## config.mk

```make
export PLATFORM = sky130hd
export DESIGN_NAME = reg_access_arbiter
export DESIGN_NICKNAME = d
export VERILOG_FILES = /design/src/rtl/reg_access_arbiter.sv
export SDC_FILE = /design/constraint.sdc
export NUM_CORES = 1
export LEC_CHECK = 0
export BUFFER_PORTS_ARGS = -buffer_cell sky130_fd_sc_hd__buf_4
export CAP_MARGIN = 5
export CORE_MARGIN = 10
export CORE_UTILIZATION = 41
export CTS_BUF_LIST = sky130_fd_sc_hd__clkbuf_8
export CTS_CLUSTER_SIZE = 40
export DETAILED_ROUTE_END_ITERATION = 6
export GPL_ROUTABILITY_DRIVEN = 0
export PLACE_DENSITY = 0.82
export SLEW_MARGIN = 20
export SYNTH_ARGS = -nofsm -noshare
export SYNTH_HDL_FRONTEND = slang
export SYNTH_SLANG_ARGS = --single-unit
```

## constraint.sdc

```tcl
create_clock -name clk -period 1.7 [get_ports clk]
set_input_delay 0.085 -clock clk [delete_from_list [all_inputs] [get_ports clk]]
set_output_delay 0.085 -clock clk [all_outputs]
set_load 0.01 [all_outputs]
```

## src/rtl/reg_access_arbiter.sv

```systemverilog
// Round-robin arbiter that sequences writes and reads of one shared
// load-enabled register among NUM_REQ requesters.
module reg_access_arbiter #(
  parameter int NUM_REQ = 4,
  parameter int WIDTH   = 16,
  parameter int IDX_W   = 2
) (
  input  logic                     clk,
  input  logic                     reset,
  input  logic [NUM_REQ-1:0]       req,
  input  logic [NUM_REQ-1:0]       we,
  input  logic [NUM_REQ*WIDTH-1:0] wdata,
  output logic [NUM_REQ-1:0]       ack,
  output logic [WIDTH-1:0]         rdata,
  output logic [IDX_W-1:0]         grant_id,
  output logic                     busy,
  output logic [WIDTH-1:0]         reg_in,
  output logic                     reg_load,
  input  logic [WIDTH-1:0]         reg_out
);

  localparam logic [1:0] IDLE  = 2'd0;
  localparam logic [1:0] ISSUE = 2'd1;
  localparam logic [1:0] ACK   = 2'd2;

  logic [1:0]         state;
  logic [IDX_W-1:0]   idx;
  logic [IDX_W-1:0]   last_grant;
  logic [IDX_W-1:0]   base;
  logic [IDX_W-1:0]   win;
  logic [IDX_W-1:0]   pos;
  logic [NUM_REQ-1:0] cand;
  logic               found;
  logic [WIDTH-1:0]   reg_in_q;
  logic [WIDTH-1:0]   sel_wdata;
  logic               sel_we;

  // In ACK the current winner is not yet in last_grant, so search from idx
  always_comb begin
    base = (state == ACK) ? idx : last_grant;
    cand = req;
    if (state == ACK) cand[idx] = 1'b0;
  end

  always_comb begin
    found = 1'b0;
    win   = '0;
    pos   = '0;
    for (int k = 1; k <= NUM_REQ; k++) begin
      pos = IDX_W'((int'(base) + k) % NUM_REQ);
      if (!found && cand[pos]) begin
        found = 1'b1;
        win   = pos;
      end
    end
  end

  always_comb begin
    sel_wdata = '0;
    sel_we    = 1'b0;
    for (int i = 0; i < NUM_REQ; i++) begin
      if (idx == IDX_W'(i)) begin
        sel_wdata = wdata[i*WIDTH +: WIDTH];
        sel_we    = we[i];
      end
    end
  end

  always_comb begin
    ack      = '0;
    rdata    = '0;
    reg_load = 1'b0;
    reg_in   = reg_in_q;
    busy     = (state != IDLE);
    grant_id = idx;
    unique case (state)
      ISSUE: begin
        reg_in   = sel_wdata;
        reg_load = sel_we;
      end
      ACK: begin
        ack[idx] = 1'b1;
        rdata    = reg_out;
      end
      default: ;
    endcase
  end

  always_ff @(posedge clk or posedge reset) begin
    if (reset) begin
      state      <= IDLE;
      idx        <= '0;
      last_grant <= IDX_W'(NUM_REQ - 1);
      reg_in_q   <= '0;
    end else begin
      unique case (state)
        IDLE: begin
          if (found) begin
            idx   <= win;
            state <= ISSUE;
          end
        end
        ISSUE: begin
          reg_in_q <= sel_wdata;
          state    <= ACK;
        end
        ACK: begin
          last_grant <= idx;
          if (found) begin
            idx   <= win;
            state <= ISSUE;
          end else begin
            state <= IDLE;
          end
        end
        default: state <= IDLE;
      endcase
    end
  end

endmodule

```

==> results.toml, run 1 <==
[routing]
first_pass_iters = 6
antenna_left = 0
avgViaCountPerCell = 5.32
drc_errors = 0
drt_iter0_drc = 40
num_vias = 1754
routedWlPerCell_um = 21.0
drt-total-wl_um = 6930

[timing]
hold_violations = 0
finalMaxSlewViolations = 0
clock_skew_ps = 2.44
setup_slack_ps = -230
tightest_slew_ps = 572
layout_min_cycle_time_ps = 1930
final-setup-viol-count = 19
fin_crit_sh = 1.14
timing.slew.headroom = 0.618
fmax_mhz = 518
rsz0062_at_grt = "true"

[clock_network]
cts-buffers-inserted = 3
insertion_delay_ps = 260
clk_pin_slew_ps = 80
clock_sinks = 22
htreeDepth = 1
cts_root_buf = "clkbuf_8"
clock_path_buffers = 2
cts_tree = "done"

[finish]
drive_above_1_share = 0.723
nFillCells = 258
syn_to_final_growth_pct = 83.3
n_antenna_cell = 0
fin_area_sq_um = 3010
nNetsFinal = 373

[critical_path]
critical_path.max_fanout = 8
critPathMaxStageDelay_ps = 530
crit_path_end_kind = "output port"
r2r_setup_slack_ps = -140
cp_cell_sequence = "buf_8 > mux4_2 > mux2_4 > buf_6"
crit_buf_inv = 2
worst_ep_arrival_time_ps = 1840
critPathLaunchType = "flop"
worstSetupPathType = "flop to output port"
critical-path-slowest-cell = "mux4_2"
worst-endpoint-required_ps = 1620
cp_top_family = "multiplexers"

[synth]
yosys.area.top_type = "dfrtp_1"
seq_area_frac_synth = 0.337
avgSynthCellArea_sq_um = 12.1
ys_ff_latch = 22
synth_cell_types = 32
syn_inst = 136
yosysWarnings = 0
yosys-top-cells-area = "dfrtp_1 30%, mux4_2 22%, mux2_2 12%"
synth_nets = 226
yosysTopAreaCellShare = 0.305
synth_area_sq_um = 1640

[floorplan]
die_width_um = 83.3
ioPinCount = 130
die_area_sq_um = 6940
core_area_sq_um = 3770
start_util = 0.436
rows = 22
die_height_um = 83.3

[run_status]
violations = "setup timing"
status = "finished, violations left"

[placement]
placed_area_sq_um = 2720
preCtsSetupSlack_ps = 2.99
port_buffers = 129
dpl.hpwl_um = 5250

[power]
p_per_area_nw_per_um2 = 1790
peakVddDrop_mv = 0.748
leakagePower_nw = 1.50

[min_path]
hold_class = "input port to flop"

[global_routing]
grt-ovfl-total = 0
grt_usage = 0.180
grt_pass1_wl_um = 10400
antenna_found_initial = 0
grt_pass1_vias = 1922
grt_max_degree = 18

[flow_run]
maxCapViolCount = 0
-- cell type report --
class	instances	area [sq um]	share of cell area
clock buffer	4	55.1	0.0183
inverter	4	15.0	0.00499
timing repair buffer	154	1280	0.424
multi-input combinational	98	1050	0.349
sequential	22	554	0.184
tap	48	60.1	0.0199
-- worst reg2reg max path: cells and delay by family, from the launching register on --
family / cells / cell delay, ps
flops: 1 / 470
buf+inv: 2 / 310
compound gates: 4 / 670
mux: 1 / 300
-- sequential cells by signal (all words and copies together) (netlist names) --
signal and cells:
last_grant 2, state 2, grant_id 2, reg_in_q 16
-- worst paths after layout --
kind / from / to / cells past startpoint
worst min register to register: reg_in_q[13] / reg_in_q[13] / 1
worst max register to register: grant_id[0] / grant_id[0] / 7
max in group asynchronous: reset / last_grant[1] / 4
worst max-delay path: grant_id[0] / reg_in[9] / 4
min in group asynchronous: reset / reg_in_q[3] / 3
worst min-delay path: req[0] / grant_id[1] / 3
-- what timing repair did --
action,CTS,global route
gates resized for setup,35,6
hold buffers,1,0
buffers inserted,6,4
cloned,1,0
hold endpoints to repair,13,0
setup endpoints to repair,17,23
pin swaps,3,1
-- kinds of logic (layout without fill, tap and decap cells) --
logic type / Yosys count / count (layout) / synth area share
AND/OR/NAND/NOR: 41 / 41 / 0.135
multiplexers: 39 / 39 / 0.388
flip-flops: 22 / 22 / 0.337
AO/OA/AOI/OAI: 18 / 18 / 0.0830
buffers and inverters: 16 / 162 / 0.0571
-- stage by stage --
| step | utilization | hold slack [ps] | TNS, ps | instances | power (mW) |
|---|---|---|---|---|---|
| after floorplan | - | 72.7 | 0 | 136 | 2.84 |
| after global placement | 0.721 | 167 | 0 | 314 | 4.09 |
| after detailed placement | 0.721 | 172 | 0 | 314 | 4.18 |
| after CTS | 0.788 | 184 | -3650 | 326 | 5.27 |
| after global routing | 0.799 | 198 | -4460 | 330 | 5.71 |
| final | 0.799 | 200 | -3280 | 330 | 5.38 |
-- power by group --
group	internal (mW)	total (mW)	switching [mW]
Combinational	2.43	4.00	1.57
Sequential	0.824	1.00	0.180
Clock	0.206	0.376	0.170
-- synth_stat cells, drive strengths merged --
library cell and instances:
o22ai 1, clkbuf 2, nor2b 1, and2 17
nor3b 1, inv 4, mux4 17, o21ai 4
a2111oi 2, o32a 1, dfstp 2, mux2i 3
nand2 5, o41a 1, and2b 1, nor3 2
dfrtp 20, a21oi 7, mux2 19, o32ai 1
or2 1, buf 10, a31oi 1, nand2b 2
nor2 10, nand4b 1
-- layer usage --
metal | share of wire | track usage
met5 | 0 | 0
met4 | 0.0049 | 0.0308
met2 | 0.48 | 0.299
met3 | 0.13 | 0.0947
met1 | 0.39 | 0.203
-- cell usage in the layout (no fill, tap or decap), types with 3 or more instances in the layout --
| cell | Yosys | routed |
|---|---|---|
| buf_6 | 3 | 18 |
| buf_4 | 1 | 131 |
| clkbuf_8 | 0 | 4 |
| mux2_2 | 17 | 3 |
| nor2_1 | 10 | 10 |
| nand2_1 | 5 | 5 |
| mux4_2 | 16 | 17 |
| mux2_4 | 2 | 16 |
| and2_1 | 17 | 16 |
| a21oi_1 | 6 | 6 |
| dfrtp_1 | 20 | 19 |
| inv_1 | 4 | 4 |
| mux2i_1 | 3 | 3 |
Note: power is estimated with default switching activity, not from simulation.
==> inputs of run 2 (changes only) <==
--- a/config.mk
+++ b/config.mk
@@ -10,7 +10,6 @@
 export CORE_MARGIN = 10
 export CORE_UTILIZATION = 41
 export CTS_BUF_LIST = sky130_fd_sc_hd__clkbuf_8
-export CTS_CLUSTER_SIZE = 40
 export DETAILED_ROUTE_END_ITERATION = 6
 export GPL_ROUTABILITY_DRIVEN = 0
 export PLACE_DENSITY = 0.82
==> constraint.sdc (replaced) <==
create_clock -name clk -period 1.8 [get_ports clk]
set_input_delay 0.09 -clock clk [delete_from_list [all_inputs] [get_ports clk]]
set_output_delay 0.09 -clock clk [all_outputs]
set_load 0.01 [all_outputs]
==> results.toml, run 2 (same netlist as run 1, synthesis figures left out) <==
[run_status]
status = "finished, violations left"
violations = "setup timing"

[critical_path]
crit_cells = 4
cp_top_family = "multiplexers"
crit_buf_inv = 2
cp_cell_sequence = "buf_12 > mux4_2 > mux2_4 > buf_6"
worst_ep_arrival_time_ps = 1750
worst-endpoint-required_ps = 1710
crit_path_end_kind = "output port"
critPathLaunchType = "flop"
critical_path.max_fanout = 10
r2r_cells = 7
critPathMaxStageDelay_ps = 510
worstSetupPathType = "flop to output port"
critical-path-slowest-cell = "mux4_2"

[clock_network]
cts-buffers-inserted = 3
clk_pin_slew_ps = 70
cts_tree = "done"
htreeDepth = 1
cts_root_buf = "clkbuf_8"
clock_sinks = 22
clock_path_buffers = 2
insertion_delay_ps = 260

[global_routing]
grt_pass1_vias = 1883
antenna_found_initial = 0
grt_usage = 0.177
grt_max_degree = 18
grt_pass1_wl_um = 10100
grt-ovfl-total = 0

[power]
p_per_area_nw_per_um2 = 1630
leakagePower_nw = 1.44
peakVddDrop_mv = 0.801

[finish]
n_antenna_cell = 0
regArea_sq_um = 554
nNetsFinal = 362
final_common_cell = "buf_4"
drive_above_1_share = 0.705
syn_to_final_growth_pct = 78.0
multi_input_area_sq_um = 1070
largest_register_ffs = 16
nFillCells = 248
final_cells = 319
regMostFlops = "reg_in_q"
layout_common_cells = "123 x buf_4, 19 x dfrtp_1, 18 x mux2_4"

[floorplan]
die_area_sq_um = 6940
core_area_sq_um = 3770
die_width_um = 83.3
start_util = 0.436
die_height_um = 83.3
ioPinCount = 130
rows = 22

[routing]
first_pass_iters = 4
num_vias = 1675
drc_errors = 0
drt-total-wl_um = 6420
routedWlPerCell_um = 20.1
antenna_left = 0
drt_iter0_drc = 36
avgViaCountPerCell = 5.25

[timing]
fin_crit_sh = 1.02
finalMaxSlewViolations = 0
fmax_mhz = 543
rsz0062_at_grt = "true"
tightest_slew_ps = 515
timing.hold.ws_ps = 215
hold_violations = 0
final-setup-viol-count = 16
setup_slack_ps = -41.9
layout_min_cycle_time_ps = 1840
timing.slew.headroom = 0.657
clock_skew_ps = 3.84

[flow_run]
maxCapViolCount = 0

[placement]
port_buffers = 129
dp.cells = 312
dpl.hpwl_um = 5180
preCtsSetupSlack_ps = 99.6

[min_path]
hold_depth = 4
hold_class = "input port to flop"
==> run 2: cell types whose count changed in the layout (fill, tap and decap cells not counted) <==
cell       delta
o32ai_4       +1
and2_1        +1
mux2_2        -2
buf_4         -8
mux2_4        +2
clkbuf_16     -1
and2b_1       +1
a31oi_2       -1
buf_6         -1
o32ai_2       -1
buf_8         -1
and2b_2       -1
a31oi_4       +1
and2_4        -1
==> run 2: cell type report <==
class,count,share of cell area
clock buffer,4,0.0188
sequential,22,0.190
tap,48,0.0205
timing repair buffer,143,0.398
inverter,4,0.00513
multi-input combinational,98,0.368
==> run 2: power breakdown <==
group	switching (mW)	total, mW	internal [mW]
clock network	0.150	0.345	0.195
registers	0.147	0.925	0.778
logic	1.43	3.50	2.08
total	1.72	4.77	3.05
==> run 2: path summary, 6_finish.rpt <==
path,start,end,slack (ps)
min,req[2],grant_id[0],210
max,grant_id[0],reg_in[5],-40
max reg2reg,grant_id[0],grant_id[1],0
max in group asynchronous,reset,last_grant[0],820
min reg2reg,reg_in_q[1],reg_in_q[1],500
min in group asynchronous,reset,reg_in_q[5],380
==> run 2: worst register-to-register path, cell delays in order (launching register included) <==
cell     delay, ps
dfrtp_2        440
buf_12         160
buf_6          130
mux2_4         310
o32ai_4        250
a31oi_4        140
o41a_1         150
a21oi_2        140
==> run 2: stage by stage <==
| stage | power [mW] | cell area [sq um] | setup TNS, ps | util |
|---|---|---|---|---|
| after floorplan | 2.68 | 1640 | 0 | - |
| after detailed placement | 3.88 | 2690 | 0 | 0.713 |
| after global placement | 3.81 | 2690 | 0 | 0.713 |
| after CTS | 4.74 | 2900 | -1230 | 0.768 |
| final | 4.77 | 2920 | -334 | 0.775 |
| after global routing | 5.08 | 2920 | -1420 | 0.775 |
==> run 2: timing repair <==
item                                    4_1_cts  5_1_grt
endpoints found under the hold margin        10        0
endpoints found under the setup margin       16       19
buffers inserted                              1        1
hold buffers                                  1        0
pin swaps                                     0        1
resized for setup                            36        5
==> run 2: per-layer routing <==
metal / global-route usage / share of wire / routed length [um]
met1: 0.198 / 0.39 / 2520
met3: 0.0996 / 0.13 / 840
met2: 0.292 / 0.47 / 3030
met5: 0 / 0 / 0
met4: 0.0277 / 0.0048 / 31
==> inputs of run 3 (changes only) <==
--- a/config.mk
+++ b/config.mk
@@ -5,6 +5,7 @@
 export SDC_FILE = /design/constraint.sdc
 export NUM_CORES = 1
 export LEC_CHECK = 0
+export ABC_AREA = 1
 export BUFFER_PORTS_ARGS = -buffer_cell sky130_fd_sc_hd__buf_4
 export CAP_MARGIN = 5
 export CORE_MARGIN = 10
==> results.toml, run 3 <==
[critical_path]
r2r_start = "grant_id[1]"
r2r_setup_slack_ps = -100
cp_top_family = "simple AND/OR/NAND/NOR gates"
critPathLaunchType = "flop"
reg2reg_to = "grant_id[0]"
cp_cell_sequence = "buf_4 > nand3_1 > nand2_2 > nand2_1 > nand2_2 > nand2_1 > nand2_2 > nand3_2 > o21ai_2 > nand2_1 > nand2_1 > inv_1"
worstSetupPathType = "flop to flop"
r2r_cells = 12
crit_cells = 12
critical_path.max_fanout = 6
crit_path_end_kind = "flop"
crit_path_start = "grant_id[1]"
worst-endpoint-required_ps = 1960
worst_ep_arrival_time_ps = 2060
critical-path-slowest-cell = "dfrtp_2"
critPathMaxStageDelay_ps = 490
crit_buf_inv = 2
critPathCapture = "grant_id[0]"
crit_top_cell = "nand2_1"

[timing]
setup_slack_ps = -95.2
layout_min_cycle_time_ps = 1900
rsz0062_at_grt = "true"
timing.slew.headroom = 0.805
tightest_slew_ps = 292
final-setup-viol-count = 11
hold_violations = 0
fmax_mhz = 528
finalMaxSlewViolations = 0
clock_skew_ps = 3.51
fin_crit_sh = 1.05

[global_routing]
grt_pass1_wl_um = 11100
grt_max_degree = 34
antenna_found_initial = 0
grt_usage = 0.189
grt_pass1_vias = 2243
grt-ovfl-total = 0

[min_path]
hold_class = "input port to flop"

[floorplan]
start_util = 0.423
die_height_um = 84.0
core_area_sq_um = 3970
die_area_sq_um = 7060
rows = 23
die_width_um = 84.0
ioPinCount = 130

[finish]
syn_to_final_growth_pct = 91.4
final_util = 0.809
largest_register_ffs = 16
nNetsFinal = 517
drive_above_1_share = 0.533
layout_common_cells = "155 x buf_4, 110 x nand2_1, 25 x inv_1"
n_antenna_cell = 0
regMostFlops = "reg_in_q"
final_cells = 476
final_common_cell = "buf_4"

[clock_network]
cts-buffers-inserted = 3
cts_tree = "done"
clock_path_buffers = 2
clk_pin_slew_ps = 80
htreeDepth = 1
clock_sinks = 22
insertion_delay_ps = 270
cts_root_buf = "clkbuf_8"

[flow_run]
maxCapViolCount = 0

[synth]
yosys.area.top_type = "dfrtp_1"
synth_nets = 358
yosys-top-cells-area = "dfrtp_1 30%, nand2_1 26%, a221oi_1 8.9%"
ys_ff_latch = 22
synthFlopType = "dfrtp_1"
yosysWarnings = 0
syn_inst = 268
synth_most_common_cell = "nand2_1"
synth_cell_types = 21
synth_area_sq_um = 1680
ys_top_cells_by_count = "116 x nand2_1, 26 x inv_1, 24 x nor2_1"
async_flop_share = 1.00
avgSynthCellArea_sq_um = 6.27
synth_edf_count = 0
seq_area_frac_synth = 0.329
yosysTopAreaCellShare = 0.298

[power]
leakagePower_nw = 1.81
power.internal_mw = 3.05
p_per_area_nw_per_um2 = 1890
swShare = 0.497
switching_power_mw = 3.02
power_mw = 6.07
power_frac_clock = 0.060
p_seq_frac = 0.157
combPwrFrac = 0.783
peakVddDrop_mv = 1.31

[routing]
first_pass_iters = 5
drt_iter0_drc = 124
num_vias = 2476
avgViaCountPerCell = 5.20
antenna_left = 0
drt-total-wl_um = 8320
drc_errors = 0
routedWlPerCell_um = 17.5

[placement]
port_buffers = 129
preCtsSetupSlack_ps = -37.4
dpl.hpwl_um = 5600
dp.cells = 449

[run_status]
status = "finished, violations left"
violations = "setup timing"
-- run 3: layout make-up --
type                    count  area (sq um)
repair buffers            162          1270
multi-input cells         208          1150
fillers                   266           758
flip-flops and latches     22           558
inverters                  30           120
well taps                  50          62.6
clock buffers               4          55.1
-- run 3: logic make-up after synthesis --
group,after synthesis,synth area share
and+or+nand+nor,168,0.422
AOI/OAI and AO/OA,38,0.153
buffers and inverters,40,0.0961
DFF,22,0.329
-- run 3: worst min-delay path by stage --
stage,slack (ps),to,cells after the start,start
6_report,110,reg_in_q[14],3,wdata[46]
3_3_place_gp,150,reg_in_q[1],3,reset
3_5_place_dp,160,reg_in_q[1],3,reset
2_1_floorplan,80,grant_id[0],1,reset
5_1_grt,120,reg_in_q[12],3,wdata[60]
4_1_cts,150,reg_in_q[8],3,wdata[24]
-- run 3: worst register-to-register path, delay by kind of cell (launching register included) --
kind            cells  cell delay (ps)
flops               1              490
buf+inv             2              230
simple gates        9              910
compound gates      1              160
-- run 3: metal layers --
metal | vias up | part of all wire | global-route usage
met3 | 22 | 0.077 | 0.0508
met5 | - | 0 | 0
met4 | 0 | 0.028 | 0.0776
met2 | 139 | 0.52 | 0.332
met1 | 1138 | 0.38 | 0.209
li1 | 1177 | - | -
-- run 3: per-stage QoR --
| stage | hold WS, ps | TNS (ps) | area, sq um |
|---|---|---|---|
| 6_report | 108 | -453 | 3210 |
| 5_1_grt | 121 | -1740 | 3210 |
| 4_1_cts | 151 | -91.4 | 2870 |
| 3_5_place_dp | 164 | -37.4 | 2760 |
| 3_3_place_gp | 150 | 0 | 2760 |
| 2_1_floorplan | 77.7 | 0 | 1680 |
-- run 3: power groups by stage --
stage	Combinational, mW	Clock, mW	Sequential, mW
5_1_grt	5.15	0.389	0.970
4_1_cts	3.78	0.370	0.901
6_report	4.75	0.366	0.950
3_3_place_gp	3.54	0	0.903
3_5_place_dp	3.63	0	0.912
2_1_floorplan	2.18	0	0.873
-- run 3: repair_timing --
action,in CTS,in global routing
buffers inserted,3,16
hold buffers,1,0
pin swaps,0,9
gates resized for setup,22,49
hold endpoints to repair,20,0
setup endpoints to repair,18,20
gates cloned,0,3
